$ cat src/rtl/vga_pkg.sv
`default_nettype none
// +-----------------------------------------------------------------+
// | vga_pkg: shared video geometry, cell codes and decoder states   |
// | Rev 1.0                                                         |
// +-----------------------------------------------------------------+
package vga_pkg;

   localparam int unsigned VIDEO_W_DEFAULT = 640;
   localparam int unsigned VIDEO_H_DEFAULT = 480;

   // Index 0 is the left column / top row of the board.
   localparam logic [2:0][9:0] CELL_COLS_DEFAULT  = {10'd533, 10'd319, 10'd106};
   localparam logic [2:0][8:0] CELL_LINES_DEFAULT = {9'd400, 9'd240, 9'd80};

   typedef enum logic [1:0] {
      EMPTY = 2'b00,
      X     = 2'b01,
      O     = 2'b10
   } cell_t;

   typedef enum logic [1:0] {
      SEEK    = 2'b00,
      CAPTURE = 2'b01,
      COMMIT  = 2'b10
   } state_t;

endpackage
`default_nettype wire

$ cat src/rtl/vga_board_decoder_if.sv
`default_nettype none
// +-----------------------------------------------------------------+
// | vga_board_decoder_if: video input and decoded-board output bus  |
// | Rev 1.0                                                         |
// +-----------------------------------------------------------------+
interface vga_board_decoder_if;

   logic                 iHS;
   logic                 iVS;
   logic                 iBLANK_n;
   logic [7:0]           iVGA_R;
   logic [7:0]           iVGA_G;
   logic [7:0]           iVGA_B;
   logic [2:0][2:0][1:0] oMATRIX;
   logic                 oFRAME_VALID;
   logic                 oSYNC_ERR;
   logic                 oLOCKED;

   modport master (
      output iHS, iVS, iBLANK_n, iVGA_R, iVGA_G, iVGA_B,
      input  oMATRIX, oFRAME_VALID, oSYNC_ERR, oLOCKED
   );

   modport slave (
      input  iHS, iVS, iBLANK_n, iVGA_R, iVGA_G, iVGA_B,
      output oMATRIX, oFRAME_VALID, oSYNC_ERR, oLOCKED
   );

endinterface
`default_nettype wire

$ cat src/rtl/vga_pixel_classifier.sv
`default_nettype none
// +-----------------------------------------------------------------+
// | vga_pixel_classifier: maps one RGB pixel to a board cell code   |
// | Rev 1.0                                                         |
// +-----------------------------------------------------------------+
module vga_pixel_classifier
   import vga_pkg::*;
(
   input  logic [7:0] red_i,
   input  logic [7:0] green_i,
   input  logic [7:0] blue_i,
   output cell_t      cell_o
);

   logic r_hi;
   logic g_hi;
   logic b_hi;

   assign r_hi = (red_i   >= 8'h80);
   assign g_hi = (green_i >= 8'h80);
   assign b_hi = (blue_i  >= 8'h80);

   always_comb begin
      cell_o = EMPTY;
      if (r_hi && !g_hi && !b_hi) begin
         cell_o = X;
      end else if (b_hi && !r_hi && !g_hi) begin
         cell_o = O;
      end
   end

endmodule
`default_nettype wire

$ cat src/rtl/vga_board_decoder.sv
`default_nettype none
// +-----------------------------------------------------------------+
// | vga_board_decoder: samples a 3x3 board from VGA and validates   |
// | frame geometry before publishing it.  Rev 1.0                   |
// +-----------------------------------------------------------------+
module vga_board_decoder
   import vga_pkg::*;
#(
   parameter int unsigned     VIDEO_W     = VIDEO_W_DEFAULT,
   parameter int unsigned     VIDEO_H     = VIDEO_H_DEFAULT,
   parameter int unsigned     LOCK_FRAMES = 2,
   parameter logic [2:0][9:0] CELL_COLS   = CELL_COLS_DEFAULT,
   parameter logic [2:0][8:0] CELL_LINES  = CELL_LINES_DEFAULT
)(
   input  logic               iVGA_CLK,
   input  logic               iRST_n,
   vga_board_decoder_if.slave bus
);

   localparam int unsigned CNT_W   = $clog2(LOCK_FRAMES + 1);
   localparam logic [9:0]  COL_MAX = 10'd1023;
   localparam logic [8:0]  LIN_MAX = 9'd511;

   // Input registers
   logic       vs_q;
   logic       vs_d1_q;
   logic       blank_q;
   logic       blank_d1_q;
   logic [7:0] red_q;
   logic [7:0] green_q;
   logic [7:0] blue_q;

   // Decoder state
   state_t               state_q, state_d;
   logic [9:0]           col_q, col_d;
   logic [8:0]           line_q, line_d;
   logic                 bad_q, bad_d;
   logic [2:0][2:0][1:0] shadow_q, shadow_d;
   logic [2:0][2:0][1:0] matrix_q, matrix_d;
   logic                 frame_valid_q, frame_valid_d;
   logic                 sync_err_q, sync_err_d;
   logic [CNT_W-1:0]     good_q, good_d;

   logic       vs_fall;
   logic       blank_rise;
   logic       blank_fall;
   logic       line_ev;
   logic       enter_capture;
   logic [9:0] px_col;
   logic [2:0] col_hit;
   logic [2:0] line_hit;
   cell_t      px_cell;

   always_ff @(posedge iVGA_CLK or negedge iRST_n) begin
      if (!iRST_n) begin
         vs_q       <= 1'b1;
         vs_d1_q    <= 1'b1;
         blank_q    <= 1'b0;
         blank_d1_q <= 1'b0;
         red_q      <= '0;
         green_q    <= '0;
         blue_q     <= '0;
      end else begin
         vs_q       <= bus.iVS;
         vs_d1_q    <= vs_q;
         blank_q    <= bus.iBLANK_n;
         blank_d1_q <= blank_q;
         red_q      <= bus.iVGA_R;
         green_q    <= bus.iVGA_G;
         blue_q     <= bus.iVGA_B;
      end
   end

   assign vs_fall    = vs_d1_q & ~vs_q;
   assign blank_rise = blank_q & ~blank_d1_q;
   assign blank_fall = ~blank_q & blank_d1_q;
   // A line end that lands on the same sample as VS falling still counts.
   assign line_ev    = blank_fall & vs_d1_q;
   assign px_col     = blank_rise ? 10'd0 : col_q;

   vga_pixel_classifier u_classifier (
      .red_i   (red_q),
      .green_i (green_q),
      .blue_i  (blue_q),
      .cell_o  (px_cell)
   );

   always_comb begin
      col_hit  = '0;
      line_hit = '0;
      for (int i = 0; i < 3; i++) begin
         col_hit[i]  = (px_col == CELL_COLS[i]);
         line_hit[i] = (line_q == CELL_LINES[i]);
      end
   end

   always_comb begin
      state_d       = state_q;
      enter_capture = 1'b0;
      case (state_q)
         SEEK: begin
            if (vs_fall) begin
               state_d       = CAPTURE;
               enter_capture = 1'b1;
            end
         end
         CAPTURE: begin
            if (vs_fall) begin
               state_d = COMMIT;
            end
         end
         COMMIT: begin
            state_d       = CAPTURE;
            enter_capture = 1'b1;
         end
         default: begin
            state_d = SEEK;
         end
      endcase
   end

   always_comb begin
      col_d = col_q;
      if (vs_q) begin
         if (blank_rise) begin
            col_d = 10'd1;
         end else if (blank_q && (col_q != COL_MAX)) begin
            col_d = col_q + 10'd1;
         end
      end
   end

   always_comb begin
      line_d        = line_q;
      bad_d         = bad_q;
      shadow_d      = shadow_q;
      matrix_d      = matrix_q;
      frame_valid_d = 1'b0;
      sync_err_d    = 1'b0;
      good_d        = good_q;

      if (enter_capture) begin
         line_d   = '0;
         bad_d    = 1'b0;
         shadow_d = '0;
      end else if (state_q == CAPTURE) begin
         if (line_ev) begin
            if (line_q != LIN_MAX) begin
               line_d = line_q + 9'd1;
            end
            if (col_q != 10'(VIDEO_W)) begin
               bad_d = 1'b1;
            end
         end
         if (vs_q && blank_q) begin
            for (int r = 0; r < 3; r++) begin
               for (int c = 0; c < 3; c++) begin
                  if (line_hit[r] && col_hit[c]) begin
                     shadow_d[r][c] = px_cell;
                  end
               end
            end
         end
      end

      // The shadow is read here before the exit from COMMIT clears it.
      if (state_q == COMMIT) begin
         if ((line_q == 9'(VIDEO_H)) && !bad_q) begin
            matrix_d      = shadow_q;
            frame_valid_d = 1'b1;
            if (good_q < CNT_W'(LOCK_FRAMES)) begin
               good_d = good_q + CNT_W'(1);
            end
         end else begin
            sync_err_d = 1'b1;
            good_d     = '0;
         end
      end
   end

   always_ff @(posedge iVGA_CLK or negedge iRST_n) begin
      if (!iRST_n) begin
         state_q       <= SEEK;
         col_q         <= '0;
         line_q        <= '0;
         bad_q         <= 1'b0;
         shadow_q      <= '0;
         matrix_q      <= '0;
         frame_valid_q <= 1'b0;
         sync_err_q    <= 1'b0;
         good_q        <= '0;
      end else begin
         state_q       <= state_d;
         col_q         <= col_d;
         line_q        <= line_d;
         bad_q         <= bad_d;
         shadow_q      <= shadow_d;
         matrix_q      <= matrix_d;
         frame_valid_q <= frame_valid_d;
         sync_err_q    <= sync_err_d;
         good_q        <= good_d;
      end
   end

   assign bus.oMATRIX      = matrix_q;
   assign bus.oFRAME_VALID = frame_valid_q;
   assign bus.oSYNC_ERR    = sync_err_q;
   assign bus.oLOCKED      = (good_q == CNT_W'(LOCK_FRAMES));

endmodule
`default_nettype wire

$ cat src/flat_wrapper.sv
// flat-port wrapper written by rule: the top's interface ports become plain ports
module vga_board_decoder_flat import vga_pkg::*;
#(
   parameter int unsigned     VIDEO_W     = VIDEO_W_DEFAULT,
   parameter int unsigned     VIDEO_H     = VIDEO_H_DEFAULT,
   parameter int unsigned     LOCK_FRAMES = 2,
   parameter logic [2:0][9:0] CELL_COLS   = CELL_COLS_DEFAULT,
   parameter logic [2:0][8:0] CELL_LINES  = CELL_LINES_DEFAULT
)
  (iVGA_CLK, iRST_n, bus_iHS, bus_iVS, bus_iBLANK_n, bus_iVGA_R, bus_iVGA_G, bus_iVGA_B, bus_oMATRIX, bus_oFRAME_VALID, bus_oSYNC_ERR, bus_oLOCKED);
  vga_board_decoder_if bus_i ();
  input  logic iVGA_CLK;
  input  logic iRST_n;
  input wire logic [$bits(bus_i.iHS)-1:0] bus_iHS;
  input wire logic [$bits(bus_i.iVS)-1:0] bus_iVS;
  input wire logic [$bits(bus_i.iBLANK_n)-1:0] bus_iBLANK_n;
  input wire logic [$bits(bus_i.iVGA_R)-1:0] bus_iVGA_R;
  input wire logic [$bits(bus_i.iVGA_G)-1:0] bus_iVGA_G;
  input wire logic [$bits(bus_i.iVGA_B)-1:0] bus_iVGA_B;
  output wire logic [$bits(bus_i.oMATRIX)-1:0] bus_oMATRIX;
  output wire logic [$bits(bus_i.oFRAME_VALID)-1:0] bus_oFRAME_VALID;
  output wire logic [$bits(bus_i.oSYNC_ERR)-1:0] bus_oSYNC_ERR;
  output wire logic [$bits(bus_i.oLOCKED)-1:0] bus_oLOCKED;
  assign bus_i.iHS = bus_iHS;
  assign bus_i.iVS = bus_iVS;
  assign bus_i.iBLANK_n = bus_iBLANK_n;
  assign bus_i.iVGA_R = bus_iVGA_R;
  assign bus_i.iVGA_G = bus_iVGA_G;
  assign bus_i.iVGA_B = bus_iVGA_B;
  assign bus_oMATRIX = bus_i.oMATRIX;
  assign bus_oFRAME_VALID = bus_i.oFRAME_VALID;
  assign bus_oSYNC_ERR = bus_i.oSYNC_ERR;
  assign bus_oLOCKED = bus_i.oLOCKED;
  vga_board_decoder #(.VIDEO_W(VIDEO_W), .VIDEO_H(VIDEO_H), .LOCK_FRAMES(LOCK_FRAMES), .CELL_COLS(CELL_COLS), .CELL_LINES(CELL_LINES)) u_core (.iVGA_CLK(iVGA_CLK), .iRST_n(iRST_n), .bus(bus_i));
endmodule
$ cat config.mk
export PLATFORM = sky130hd
export DESIGN_NAME = vga_board_decoder_flat
export DESIGN_NICKNAME = d
export VERILOG_FILES = /design/src/rtl/vga_pkg.sv /design/src/rtl/vga_board_decoder_if.sv /design/src/rtl/vga_pixel_classifier.sv /design/src/rtl/vga_board_decoder.sv /design/src/flat_wrapper.sv
export SDC_FILE = /design/constraint.sdc
export NUM_CORES = 1
export LEC_CHECK = 0
export BUFFER_PORTS_ARGS = -buffer_cell sky130_fd_sc_hd__buf_4
export CAP_MARGIN = 20
export CORE_UTILIZATION = 50
export DETAILED_ROUTE_END_ITERATION = 6
export GPL_ROUTABILITY_DRIVEN = 0
export PLACE_DENSITY_LB_ADDON = 0.08
export SYNTH_ARGS = -nofsm -noshare
export SYNTH_HDL_FRONTEND = slang
export SYNTH_HIERARCHICAL = 1
export SYNTH_SLANG_ARGS = --single-unit
$ cat constraint.sdc
create_clock -name iVGA_CLK -period 2.8 [get_ports iVGA_CLK]
set_clock_uncertainty 0.05 [all_clocks]
set_input_delay 0 -clock iVGA_CLK [delete_from_list [all_inputs] [get_ports iVGA_CLK]]
set_output_delay 0 -clock iVGA_CLK [all_outputs]
set_load 0.03 [all_outputs]
==> run metrics <==
Placed Cells incl. Taps 401; endpoints failing setup 0; CP max stage cell or4_1; later-pin clock latency in the skew report 0.34 ns; Routed wire per std cell 15.3 um; post-cts resize count 0; initial core utilization 52.0%; Sequential Area 0.00173 mm^2; fin. max-slew vios 0; YS warnings 6; critical path arrival 2.45 ns; Peak VDD IR 0.000409 V; Tcrit/Tclk final 81.4%; GR Util All Layers 20.5%; synthesized instance count 308; CTS Root Cell clkbuf_8; post-route cell area 0.00385 mm^2; TNS Setup 0 ns; Antenna diodes 0; total grt overflow 0; Pwr Density 604 mW/mm^2; vias in the first global route 2407; Fin Hold WS 0.256 ns; most frequent cells in the layout dfrtp_1, buf_4, nor2_1; Routed WL 6450 um; Clock Sinks 69; Leak 1.79 nW; syn_area_per_cell 10.7 um^2; largest net degree at the start of global routing 70; fmax 439 MHz; critical path's top delay family simple AND/OR/NAND/NOR gates; hpwl dp 4500 um; CP Capture Type flop; CTS clk-pin slew, worst paths 0.08 ns; Die ar. 0.00693 mm^2; status finished, final reports clean; vias per inst 5.71; final total power 2.32 mW; TritonCTS clock tree yes; critical-path cell list inv_1 > ha_1 > or4b_4 > or4_1 > o31ai_1 > a21oi_1; Mapped Area 0.00330 mm^2; worst path required time 2.97 ns; first-pass GRT wire length 11300 um; area of the multi-input gates 0.00148 mm^2; syn_nets 343; Cell Rows 29; CTS H-tree depth 3; DR vias 2416; Ports 50; Slew @ Worst Pin 0.866 ns; Worst Hold Class in2async; DRC violations left 0; DP Worst Slack 0.544 ns; Die X 83.3 um; ratio of cells with drive above 1 in the final layout 17.6%; Post-DP Area 0.00357 mm^2; Final WS setup 0.521 ns; fin nets 376; Final min period 2.28 ns; die height 83.3 um; final std cells w/o fill 423; Setup crit start kind flop; Buf/Inv on CP 1; Buffers on Ports 27; Setup Buffers After CTS 0; Max-cap violations 0; Hold Buf Count CTS 6; commonest non-fill, non-tap cell in the layout dfrtp_1; max_slew headroom 42.2%; DRT antenna net count 0; initial antenna violation count 0; Starting DRT DRC Count 140; final hold viol count 0; post-layout util 60.6%; critical setup path kind reg2reg; Longest Clk Path Bufs 2; area added between synthesis and finish 16.6%; first-pass detailed-route iteration total 4; area of the core 0.00635 mm^2; crit path max fanout 6; crit-path max cell delay 0.55 ns; Fillers 543; RSZ-0062 raised after global routing no; Num CTS Buffers 9
## sequential cells by signal (all words and copies together) (netlist names)
register and cells:
u_core/bus.oMATRIX 18, u_core/shadow_q 18, u_core/col_q 10, u_core/line_q 9
u_core/good_q 2, u_core/state_q 2, u_core/bad_q 1, u_core/blank_d1_q 1
u_core/blank_q 1, u_core/blue_q 1, u_core/bus.oFRAME_VALID 1, u_core/bus.oSYNC_ERR 1
u_core/green_q 1, u_core/red_q 1, u_core/vs_d1_q 1, u_core/vs_q 1
## where the power goes
part / total (mW) / switching, mW / internal, mW / leakage, nW
registers: 1.13 / 0.0815 / 1.05 / 0.935
clock network: 0.896 / 0.390 / 0.506 / 0.110
logic: 0.293 / 0.172 / 0.121 / 0.750
total: 2.32 / 0.644 / 1.68 / 1.79
## layout make-up
cell class              instances  area share (%)
clock inverters                 7            2.57
flip-flops and latches         69            44.9
inverters                      10           0.975
clock buffers                   9            3.22
well taps                      77            2.50
multi-input cells             215            38.4
repair buffers                 36            7.41
## worst reg2reg max path, stage by stage, from the launching register on
cell,delay (ns)
dfrtp_1,0.42
inv_1,0.10
ha_1,0.19
or4b_4,0.50
or4_1,0.55
o31ai_1,0.25
a21oi_1,0.09
## routing by layer
metal | GRT usage (%) | wire length (um)
met5 | 0 | 0
met2 | 31.7 | 2960
met1 | 28.1 | 3160
met3 | 3.68 | 231
met4 | 9.87 | 100
## final timing paths
path,startpoint,to,slack [ns],cells after the start
setup / recovery,u_core/line_q[0]$_DFFE_PN0P_,u_core/shadow_q[10]$_DFFE_PN0P_,0.52,6
hold / removal,iRST_n,u_core/good_q[1]$_DFFE_PN0P_,0.26,2
setup reg to reg,u_core/line_q[0]$_DFFE_PN0P_,u_core/shadow_q[10]$_DFFE_PN0P_,0.52,6
hold reg to reg,u_core/vs_q$_DFF_PN1_,u_core/vs_d1_q$_DFF_PN1_,0.37,0
max in group asynchronous,iRST_n,u_core/red_q[7]$_DFF_PN0_,1.88,2
min in group iVGA_CLK,bus_iVGA_R[7],u_core/red_q[7]$_DFF_PN0_,0.26,2
Power figures use the tool's default switching activity.
